`config.mk`:
```
export PLATFORM = sky130hd
export DESIGN_NAME = multicycle_cpu
export DESIGN_NICKNAME = d
export VERILOG_FILES = /design/src/rtl/cpu_pkg.sv /design/src/rtl/cpu_regfile.sv /design/src/rtl/multicycle_cpu.sv
export SDC_FILE = /design/constraint.sdc
export NUM_CORES = 1
export LEC_CHECK = 0
export CAP_MARGIN = 20
export CORE_MARGIN = 5
export CORE_UTILIZATION = 50
export CTS_CLUSTER_SIZE = 16
export DETAILED_ROUTE_END_ITERATION = 16
export MAX_ROUTING_LAYER = met4
export PLACE_DENSITY = 0.67
export SETUP_SLACK_MARGIN = 0.05
export SLEW_MARGIN = 20
export SYNTH_ARGS = -nofsm -noshare
export SYNTH_HDL_FRONTEND = slang
export SYNTH_SLANG_ARGS = --single-unit
```
`constraint.sdc`:
```
create_clock -name clk -period 10.54 [get_ports clk]
set_input_delay 1.054 -clock clk [delete_from_list [all_inputs] [get_ports clk]]
set_output_delay 1.054 -clock clk [all_outputs]
set_load 0.005 [all_outputs]
```
`src/rtl/cpu_pkg.sv`:
```
// ============================================================================
// cpu_pkg : opcodes, FSM state encoding and instruction field helpers
// Revision: 1.0
// ============================================================================
`default_nettype none

package cpu_pkg;

  localparam logic [3:0] OP_NOP  = 4'h0;
  localparam logic [3:0] OP_ADD  = 4'h1;
  localparam logic [3:0] OP_SUB  = 4'h2;
  localparam logic [3:0] OP_AND  = 4'h3;
  localparam logic [3:0] OP_OR   = 4'h4;
  localparam logic [3:0] OP_XOR  = 4'h5;
  localparam logic [3:0] OP_LDI  = 4'h6;
  localparam logic [3:0] OP_LD   = 4'h7;
  localparam logic [3:0] OP_ST   = 4'h8;
  localparam logic [3:0] OP_BZ   = 4'h9;
  localparam logic [3:0] OP_OUT  = 4'hA;
  localparam logic [3:0] OP_HALT = 4'hF;

  typedef enum logic [2:0] {
    S_FETCH  = 3'd0,
    S_EXEC   = 3'd1,
    S_MEM    = 3'd2,
    S_WB     = 3'd3,
    S_HALTED = 3'd4
  } state_t;

  function automatic logic [3:0] f_op(input logic [15:0] ir);
    return ir[15:12];
  endfunction

  function automatic logic [3:0] f_rd(input logic [15:0] ir);
    return ir[11:8];
  endfunction

  function automatic logic [3:0] f_rs1(input logic [15:0] ir);
    return ir[7:4];
  endfunction

  function automatic logic [3:0] f_rs2(input logic [15:0] ir);
    return ir[3:0];
  endfunction

  function automatic logic [7:0] f_imm8(input logic [15:0] ir);
    return ir[7:0];
  endfunction

endpackage

`default_nettype wire

```
`src/rtl/cpu_regfile.sv`:
```
// ============================================================================
// cpu_regfile : two async read ports, one sync write port, r0 hardwired to 0
// Revision: 1.0
// ============================================================================
`default_nettype none

module cpu_regfile #(
  parameter int DATA_W    = 16,
  parameter int REG_COUNT = 16
) (
  input  logic              clk,
  input  logic              reset,
  input  logic [3:0]        i_raddr_a,
  input  logic [3:0]        i_raddr_b,
  output logic [DATA_W-1:0] o_rdata_a,
  output logic [DATA_W-1:0] o_rdata_b,
  input  logic              i_we,
  input  logic [3:0]        i_waddr,
  input  logic [DATA_W-1:0] i_wdata
);

  // Only r1..REG_COUNT-1 exist; r0 and out-of-range indices read as zero.
  logic [DATA_W-1:0] r_regs [1:REG_COUNT-1];

  always_ff @(posedge clk) begin
    if (reset) begin
      for (int i = 1; i < REG_COUNT; i++) r_regs[i] <= '0;
    end else if (i_we) begin
      for (int i = 1; i < REG_COUNT; i++) begin
        if (i_waddr == 4'(i)) r_regs[i] <= i_wdata;
      end
    end
  end

  always_comb begin
    o_rdata_a = '0;
    o_rdata_b = '0;
    for (int i = 1; i < REG_COUNT; i++) begin
      if (i_raddr_a == 4'(i)) o_rdata_a = r_regs[i];
      if (i_raddr_b == 4'(i)) o_rdata_b = r_regs[i];
    end
  end

endmodule

`default_nettype wire

```
`src/rtl/multicycle_cpu.sv`:
```
// ============================================================================
// multicycle_cpu : FSM-sequenced 16-bit-ISA core on a single req/ready bus
// Revision: 1.0
// ============================================================================
`default_nettype none

module multicycle_cpu
  import cpu_pkg::*;
#(
  parameter int                DATA_W    = 16,
  parameter int                ADDR_W    = 16,
  parameter int                REG_COUNT = 16,
  parameter logic [ADDR_W-1:0] RESET_PC  = '0
) (
  input  logic              clk,
  input  logic              reset,
  output logic              bus_req,
  output logic              bus_we,
  output logic [ADDR_W-1:0] bus_addr,
  output logic [DATA_W-1:0] bus_wdata,
  input  logic [DATA_W-1:0] bus_rdata,
  input  logic              bus_ready,
  output logic [DATA_W-1:0] output_reg,
  output logic              halted
);

  state_t            r_state, w_next_state;
  logic [ADDR_W-1:0] r_pc;
  logic [15:0]       r_ir;
  logic [DATA_W-1:0] r_mdr;
  logic [DATA_W-1:0] r_out;
  logic              r_halted;

  logic [3:0]        w_op, w_rd, w_rs1, w_rs2, w_rb_idx;
  logic [7:0]        w_imm8;
  logic [DATA_W-1:0] w_rdata_a, w_rdata_b, w_alu, w_wdata;
  logic [ADDR_W-1:0] w_addr;
  logic              w_req, w_we, w_rf_we;

  assign w_op     = f_op(r_ir);
  assign w_rd     = f_rd(r_ir);
  assign w_rs1    = f_rs1(r_ir);
  assign w_rs2    = f_rs2(r_ir);
  assign w_imm8   = f_imm8(r_ir);
  assign w_rb_idx = (w_op == OP_BZ) ? w_rd : w_rs2;

  cpu_regfile #(
    .DATA_W    (DATA_W),
    .REG_COUNT (REG_COUNT)
  ) u_regfile (
    .clk       (clk),
    .reset     (reset),
    .i_raddr_a (w_rs1),
    .i_raddr_b (w_rb_idx),
    .o_rdata_a (w_rdata_a),
    .o_rdata_b (w_rdata_b),
    .i_we      (w_rf_we),
    .i_waddr   (w_rd),
    .i_wdata   (w_alu)
  );

  // Register reads stay stable from EXEC through WB, so the ALU result is
  // simply evaluated again in WB rather than being stored.
  always_comb begin
    case (w_op)
      OP_ADD:  w_alu = w_rdata_a + w_rdata_b;
      OP_SUB:  w_alu = w_rdata_a - w_rdata_b;
      OP_AND:  w_alu = w_rdata_a & w_rdata_b;
      OP_OR:   w_alu = w_rdata_a | w_rdata_b;
      OP_XOR:  w_alu = w_rdata_a ^ w_rdata_b;
      OP_LDI:  w_alu = {{(DATA_W-8){w_imm8[7]}}, w_imm8};
      OP_LD:   w_alu = r_mdr;
      default: w_alu = '0;
    endcase
  end

  always_comb begin
    w_next_state = r_state;
    w_req        = 1'b0;
    w_we         = 1'b0;
    w_addr       = '0;
    w_wdata      = '0;
    w_rf_we      = 1'b0;
    case (r_state)
      S_FETCH: begin
        w_req  = 1'b1;
        w_addr = r_pc;
        if (bus_ready) w_next_state = S_EXEC;
      end
      S_EXEC: begin
        case (w_op)
          OP_ADD, OP_SUB, OP_AND, OP_OR, OP_XOR, OP_LDI, OP_OUT: w_next_state = S_WB;
          OP_LD, OP_ST:   w_next_state = S_MEM;
          OP_HALT:        w_next_state = S_HALTED;
          OP_NOP, OP_BZ:  w_next_state = S_FETCH;
          default:        w_next_state = S_FETCH;
        endcase
      end
      S_MEM: begin
        w_req   = 1'b1;
        w_we    = (w_op == OP_ST);
        w_addr  = ADDR_W'(w_rdata_a);
        w_wdata = w_rdata_b;
        if (bus_ready) w_next_state = S_WB;
      end
      S_WB: begin
        w_rf_we      = (w_op != OP_OUT) && (w_op != OP_ST);
        w_next_state = S_FETCH;
      end
      S_HALTED: w_next_state = S_HALTED;
      default:  w_next_state = S_FETCH;
    endcase
  end

  always_ff @(posedge clk) begin
    if (reset) begin
      r_state  <= S_FETCH;
      r_pc     <= RESET_PC;
      r_ir     <= '0;
      r_mdr    <= '0;
      r_out    <= '0;
      r_halted <= 1'b0;
    end else begin
      r_state <= w_next_state;
      case (r_state)
        S_FETCH: begin
          if (bus_ready) begin
            r_ir <= bus_rdata[15:0];
            r_pc <= r_pc + ADDR_W'(1);
          end
        end
        S_EXEC: begin
          // r_pc already points past the BZ, so the offset is relative to BZ+1.
          if (w_op == OP_BZ && w_rdata_b == '0)
            r_pc <= r_pc + {{(ADDR_W-8){w_imm8[7]}}, w_imm8};
          if (w_op == OP_HALT) r_halted <= 1'b1;
        end
        S_MEM: begin
          if (bus_ready && w_op == OP_LD) r_mdr <= bus_rdata;
        end
        S_WB: begin
          if (w_op == OP_OUT) r_out <= w_rdata_a;
        end
        default: ;
      endcase
    end
  end

  // Reset forces the bus idle immediately, dropping any pending transfer.
  assign bus_req    = w_req && !reset;
  assign bus_we     = w_we && bus_req;
  assign bus_addr   = bus_req ? w_addr : '0;
  assign bus_wdata  = bus_req ? w_wdata : '0;
  assign output_reg = r_out;
  assign halted     = r_halted;

endmodule

`default_nettype wire

```
==> results of run 1 <==
cell families after synthesis:
kind of cell             count (synthesis)
adder cells (fa/ha/maj)                 66
buffers and inverters                  209
XOR/XNOR                                33
AND/OR/NAND/NOR                        777
flip-flops                             311
AO/OA/AOI/OAI                          513
multiplexers                            97
area by class of cell:
| cell class | instances | share of cell area |
|---|---|---|
| clock inverters | 19 | 0.0114 |
| clock buffers | 48 | 0.0485 |
| repair buffers | 130 | 0.0535 |
| well taps | 511 | 0.0298 |
| diodes | 1 | 0.000116 |
| flip-flops and latches | 311 | 0.402 |
| multi-input cells | 1486 | 0.444 |
| inverters | 62 | 0.0108 |
layout by cell type (no fill, tap or decap), types with 18 or more instances in the layout:
| master | instances |
|---|---|
| nor2_1 | 345 |
| edfxtp_1 | 240 |
| nand2_1 | 200 |
| a21oi_1 | 146 |
| o21ai_0 | 68 |
| dfxtp_1 | 68 |
| clkdlybuf4s50_1 | 68 |
| ha_1 | 64 |
| mux2i_1 | 62 |
| inv_1 | 61 |
| buf_4 | 59 |
| a22oi_1 | 51 |
| nand3_1 | 41 |
| clkbuf_16 | 39 |
| a222oi_1 | 34 |
| a211oi_1 | 34 |
| nor3_1 | 30 |
| xnor2_1 | 26 |
| nand2b_1 | 24 |
| o22ai_1 | 23 |
| nor2b_1 | 22 |
| a221oi_1 | 19 |
| a21o_1 | 19 |
| a31oi_1 | 18 |
where the power goes:
group | switching, mW | internal (mW) | total [mW] | leakage (nW)
clock | 0.553 | 0.825 | 1.38 | 0.636
sequential | 0.0377 | 1.36 | 1.40 | 3.05
combinational | 0.525 | 0.256 | 0.781 | 4.03
total | 1.12 | 2.44 | 3.56 | 7.72
layer usage:
layer / vias to the layer above / wire length, um / GRT usage
met5: - / 0 / -
met4: 0 / 4700 / 0.194
met3: 229 / 7620 / 0.0619
met2: 1108 / 34300 / 0.565
met1: 8324 / 28300 / 0.450
li1: 7436 / - / -
critical path, delay by kind of cell (launching register included):
kind	cells	cell delay (ns)
xor gates and xnor gates	1	0.13
adders and majority gates	1	0.31
muxes	2	0.67
buffers and inverters	2	0.88
and+or+nand+nor	7	1.45
AOI/OAI and AO/OA	10	2.60
DFF	1	0.54
path summary, 6_finish.rpt:
check / end / cells after the start / slack [ns] / start
setup reg to reg: u_regfile.r_regs[0][255] / 23 / 3.64 / r_ir[13]
hold reg to reg: r_mdr[14] / 2 / 0.46 / r_mdr[14]
hold / removal: r_mdr[14] / 2 / 0.46 / r_mdr[14]
setup / recovery: u_regfile.r_regs[0][255] / 23 / 3.64 / r_ir[13]
==> Flow_metrics.wiki, run 1 <==
{| class="wikitable"
! Metric !! Value
|-
| Reg with most FFs || u_regfile.r_regs
|-
| Highest net fanout along the worst path || 43
|-
| CTS H-Tree Depth || 2
|-
| Clock tree root buffer cell || clkbuf_16
|-
| Cell with the largest stage delay on the worst path || mux2_2
|-
| Routed length per placed instance || 29.2 um
|-
| Max Fclk || 145 MHz
|-
| Critical Path Most Common Cell || a21oi_1
|-
| Max-cap check violation count || 0
|-
| Total Nets Final || 2113
|-
| Share of post-route cells with drive strength above 1 || 0.103
|-
| Remaining routing DRC violations || 0
|-
| Slew margin rel. || 0.172
|-
| Max VDD drop || 0.135 mV
|-
| CTS tree || built
|-
| Maximum buffer depth of the clock tree || 3
|-
| Instance area at placement || 20200 um2
|-
| Antenna-violating nets left || 0
|-
| DRT iter0 DRCs || 2557
|-
| Pin slew with the least headroom to its limit || 1.24 ns
|-
| Fraction of synthesis flops using an asynchronous set or reset pin || 0
|-
| Number of enable flip-flop cells after synthesis || 240
|-
| Crit Path Class || flip-flop to flip-flop
|-
| Setup slack after placement || 3.84 ns
|-
| Critical path endpoint category || flip-flop
|-
| Power per Cell Area || 166 nW/um2
|-
| Syn avg cell area || 9.47 um2
|-
| Number of distinct library cells after synthesis || 93
|-
| Per-cell via count in the routed design || 6.66
|-
| DR vias || 17100
|-
| Number of failing hold endpoints at the final stage || 0
|-
| Maximum number of pins on one net before global-route repair || 70
|-
| Fraction of synthesized cell area in xor and xnor cells || 0.0152
|-
| Power Total || 3.56 mW
|-
| Top cells by area, synth || edfxtp_1 38%, dfxtp_1 7.5%, nor2_1 6.9%
|-
| Cts repair resizes || 0
|-
| Remaining global-route overflow || 0
|-
| Placement row count || 71
|-
| Mapped Area || 19000 um2
|-
| RSZ-0062 raised after global routing || false
|-
| Number of setup violations in the final report || 0
|-
| Total of warnings raised by yosys || 0
|-
| Clk sink count || 311
|-
| Total track usage || 0.361
|-
| Cell chain of the critical path || nand4bb_2 -> buf_4 -> mux2_2 -> a21oi_1 -> o21ai_0 -> o21ai_0 -> a31o_1 -> nor3b_2 -> and2_1 -> nand2_1 -> nand2_1 -> xnor2_1 -> ha_1 -> or2_2 -> a21oi_1 -> a31oi_1 -> a31oi_1 -> o21a_1 -> or3_1 -> mux2i_1 -> a211oi_2 -> buf_4 -> a21oi_1
|-
| Wire length of the first global-routing pass || 109000 um
|-
| Share of the core filled with cells in the final layout || 0.572
|-
| Final Hold Slack || 0.460 ns
|-
| Path category of the worst min-delay check || flip-flop to flip-flop
|-
| Fraction of the mapped netlist area in simple logic gates || 0.188
|-
| Slew Limit Fails || 0
|-
| Minimum period implied by the final worst setup slack || 6.90 ns
|-
| CP Data Arrival Time || 7.19 ns
|-
| Adder and majority gate portion of the synthesized area || 0.0443
|-
| Data required time of the worst path || 10.82 ns
|-
| Area share of the largest cell type after synthesis || 0.379
|-
| Antenna violations before repair || 1
|-
| Most used standard cell by instance count after synthesis || nor2_1
|-
| Placer's final routability congestion estimate || 1.01
|-
| Post-synth net total || 2091
|-
| Worst setup SP type || flip-flop
|-
| Portion of the post-synthesis area used by sequential elements || 0.454
|-
| Max stage delay on crit path || 0.60 ns
|-
| Sum Neg Setup Slack || 0 ns
|-
| Multiplexer fraction of the synthesized cell area || 0.0647
|-
| Largest family of logic cells by synthesized area || simple AND/OR/NAND/NOR gates
|-
| Leading area contributor after synthesis || edfxtp_1
|-
| Worst setup skew after layout || 0.0173 ns
|-
| Share of the clock period used by the worst path after layout || 0.655
|-
| Flip-flop count of the largest register, all copies and words added || 240
|-
| Most frequent cells after synthesis || 349 x nor2_1, 240 x edfxtp_1, 200 x nand2_1
|-
| # fillers || 3324
|-
| Setup Fix Bufs, Post-CTS || 0
|-
| Post-synthesis cell count || 2006
|-
| Total of hold buffers inserted after clock tree synthesis || 0
|-
| Post-detail-place hpwl || 52600 um
|-
| Area inside the core boundary || 37600 um2
|-
| Storage cell area || 8630 um2
|-
| CTS Buf Count || 37
|-
| Instance count after placement with tap cells included || 2498
|-
| Worst-Skew Late Latency || 0.57 ns
|-
| Port buffer count || 69
|-
| Leakage power || 7.72 nW
|-
| Number of global-route vias before repair || 16500
|-
| Layout Cells excl Fill || 2568
|-
| Most frequently used flop master after synthesis || edfxtp_1
|-
| Detailed Routing Iterations Pass 1 || 9
|-
| Detailed Route WL || 74900 um
|-
| Relative area change from synthesis to final layout || 13.1%
|-
| Final design area excluding fillers || 21500 um2
|-
| Clock Pin Slew Worst Setup and Hold Paths || 0.06 ns
|-
| Worst setup slack after layout || 3.64 ns
|-
| Starting Density || 0.506
|-
| Number of placed I/O pins || 70
|-
| X dimension of the die || 205 um
|-
| Floorplan die area || 42000 um2
|-
| Area of the multi-input gates || 9540 um2
|-
| Post-synthesis register bit count || 311
|-
| Area fraction in compound gates after synthesis || 0.186
|-
| Die Ht || 205 um
|-
| Outcome || finished clean
|}
Power figures use the tool's default switching activity.
==> run 2: changes to the inputs <==
--- a/config.mk
+++ b/config.mk
@@ -11,7 +11,7 @@
 export CTS_CLUSTER_SIZE = 16
 export DETAILED_ROUTE_END_ITERATION = 16
 export MAX_ROUTING_LAYER = met4
-export PLACE_DENSITY = 0.67
+export PLACE_DENSITY = 0.7
 export SETUP_SLACK_MARGIN = 0.05
 export SLEW_MARGIN = 20
 export SYNTH_ARGS = -nofsm -noshare
==> constraint.sdc (replaced) <==
create_clock -name clk -period 5.9 [get_ports clk]
set_input_delay 0.59 -clock clk [delete_from_list [all_inputs] [get_ports clk]]
set_output_delay 0.59 -clock clk [all_outputs]
set_load 0.005 [all_outputs]
==> Flow_metrics.wiki, run 2 (synthesis gave the netlist of run 1 again) <==
{| class="wikitable"
! Metric !! Value
|-
| Outcome || finished clean
|-
| Antenna violations before repair || 1
|-
| Slew Limit Fails || 0
|-
| Max VDD drop || 0.221 mV
|-
| CTS Buf Count || 36
|-
| Max Fclk || 170 MHz
|-
| # fillers || 3322
|-
| Clk sink count || 311
|-
| X dimension of the die || 205 um
|-
| R2r startpoint || r_ir[6]
|-
| Beginning of the worst hold path || r_mdr[8]
|-
| R2R depth || 17
|-
| Total Nets Final || 2224
|-
| Register-to-register setup slack || 0.03 ns
|-
| Remaining routing DRC violations || 0
|-
| CP Data Arrival Time || 6.15 ns
|-
| Hold Path Sink || r_mdr[8]
|-
| Slew margin rel. || 0.189
|-
| Area of the multi-input gates || 9620 um2
|-
| Share of post-route cells with drive strength above 1 || 0.159
|-
| Worst-Skew Late Latency || 0.59 ns
|-
| Reg2Reg Capture Point || u_regfile.r_regs[0][255]
|-
| Clock tree root buffer cell || clkbuf_16
|-
| Path category of the worst min-delay check || flip-flop to flip-flop
|-
| RSZ-0062 raised after global routing || false
|-
| Die Ht || 205 um
|-
| Setup slack after placement || -0.110 ns
|-
| Flip-flop count of the largest register, all copies and words added || 240
|-
| Antenna-violating nets left || 0
|-
| Share of the clock period used by the worst path after layout || 0.995
|-
| Port buffer count || 69
|-
| Minimum period implied by the final worst setup slack || 5.87 ns
|-
| Placement row count || 71
|-
| Met1 wire length || 30100 um
|-
| Total track usage || 0.381
|-
| Post-detail-place hpwl || 57200 um
|-
| Detailed Routing Iterations Pass 1 || 8
|-
| Crit Path Class || flip-flop to flip-flop
|-
| Per-cell via count in the routed design || 6.67
|-
| Relative area change from synthesis to final layout || 18.7%
|-
| Top Metal Used || met4
|-
| Starting Density || 0.506
|-
| Worst setup SP type || flip-flop
|-
| Leakage power || 8.33 nW
|-
| Worst setup slack after layout || 0.0311 ns
|-
| Storage cell area || 8650 um2
|-
| Total of hold buffers inserted after clock tree synthesis || 0
|-
| Data required time of the worst path || 6.18 ns
|-
| DRT iter0 DRCs || 2571
|-
| Share of the core filled with cells in the final layout || 0.600
|-
| Maximum number of pins on one net before global-route repair || 70
|-
| Reg with most FFs || u_regfile.r_regs
|-
| Number of setup violations in the final report || 0
|-
| Routed length on met2 || 35500 um
|-
| Maximum buffer depth of the clock tree || 3
|-
| Max-cap check violation count || 0
|-
| WHS Path Cells || 2
|-
| Floorplan die area || 42000 um2
|-
| Power per Cell Area || 288 nW/um2
|-
| Critical path endpoint category || flip-flop
|-
| Area inside the core boundary || 37600 um2
|-
| Clock Pin Slew Worst Setup and Hold Paths || 0.06 ns
|-
| Placer's final routability congestion estimate || 1.04
|-
| Met3 WL post-DR || 8660 um
|-
| First element of the critical path || r_ir[6]
|-
| Highest net fanout along the worst path || 15
|-
| Remaining global-route overflow || 0
|-
| CTS H-Tree Depth || 2
|-
| Commonest cells after routing, fill and taps aside || 347 x nor2_1, 240 x edfxtp_1, 199 x nand2_1, 155 x buf_4, 145 x a21oi_1
|-
| Pin slew with the least headroom to its limit || 1.21 ns
|-
| DR vias || 17900
|-
| Routed length per placed instance || 29.6 um
|-
| Number of placed I/O pins || 70
|-
| Worst setup skew after layout || 0.0246 ns
|-
| Detailed Route WL || 79400 um
|-
| Number of global-route vias before repair || 17000
|-
| Most common cell after layout, fill and taps aside || nor2_1
|-
| CTS tree || built
|-
| Number of failing hold endpoints at the final stage || 0
|-
| Wire length of the first global-routing pass || 114000 um
|}
-- run 2: cell count changes in the layout (fill, tap and decap cells not counted), sizes merged --
cell      before  now
clkinv        12   13
inv           63   65
clkbuf        48   45
buf           62  173
bufinv         5    3
clkinvlp       1    2
-- run 2: per-stage QoR --
stage / cells / setup TNS [ns] / power (mW) / hold slack [ns] / cell area [um2]
CTS: 2675 / 0 / 6.44 / 0.468 / 22400
floorplan: 2006 / 0 / 3.40 / 0.433 / 19000
detailed placement: 2610 / -1.51 / 4.08 / 0.457 / 21200
finish: 2678 / 0 / 6.50 / 0.468 / 22600
global route: 2678 / 0 / 6.68 / 0.488 / 22600
global placement: 2608 / -0.246 / 4.06 / 0.448 / 21100
-- run 2: routing by layer --
metal	vias to the layer above	track usage
li1	7662	-
met1	8753	0.486
met2	1186	0.583
met3	257	0.0701
met4	0	0.198
met5	-	-
-- run 2: how the worst max path moves through the flow --
| stage | end | slack, ns | cells after the start |
|---|---|---|---|
| after detailed placement | u_regfile.r_regs[0][236] | -0.11 | 21 |
| after CTS | u_regfile.r_regs[0][236] | 0.06 | 23 |
| final | u_regfile.r_regs[0][255] | 0.03 | 17 |
| after floorplan | u_regfile.r_regs[0][172] | 0.38 | 26 |
| after global routing | u_regfile.r_regs[0][255] | 0.05 | 17 |
| after global placement | u_regfile.r_regs[0][28] | -0.02 | 21 |
-- run 2: critical path: stages (launching register included) --
cell and delay [ns]:
dfxtp_1 0.75, nor2_1 0.42, buf_4 0.31, a222oi_1 0.52
a21oi_1 0.25, a211oi_1 0.98, inv_1 0.18, ha_1 0.30
and3_1 0.19, a21oi_1 0.18, a31oi_2 0.15, a31oi_2 0.30
o21a_1 0.24, or3_1 0.13, mux2i_1 0.08, a211oi_2 0.25
buf_12 0.20, a21oi_1 0.09
-- run 2: cell type report --
class	count	area share
multi-input combinational	1486	0.426
sequential	311	0.383
timing repair buffer	242	0.0966
clock buffer	44	0.0454
tap	511	0.0283
inverter	62	0.0103
clock inverter	21	0.00948
antenna	1	0.000111
-- run 2: where the power goes --
part           switching (mW)  total (mW)  internal [mW]
logic                   0.996        1.61          0.610
registers              0.0745        2.50           2.43
clock network            1.00        2.39           1.38
total                    2.07        6.50           4.42
-- run 2: what timing repair did --
action	CTS	global route
endpoints found under the setup margin	15	60
pin swaps	0	3
setup buffers	0	1
endpoints found under the hold margin	0	0
gates resized for setup	6	31
cloned	0	1
==> run 3: changes to the inputs <==
--- a/config.mk
+++ b/config.mk
@@ -13,6 +13,7 @@
 export MAX_ROUTING_LAYER = met4
 export PLACE_DENSITY = 0.7
 export SETUP_SLACK_MARGIN = 0.05
+export SKIP_LAST_GASP = 1
 export SLEW_MARGIN = 20
 export SYNTH_ARGS = -nofsm -noshare
 export SYNTH_HDL_FRONTEND = slang
==> results of run 3 <==
The final DEF is identical to that of run 2; final timing and power are the same.
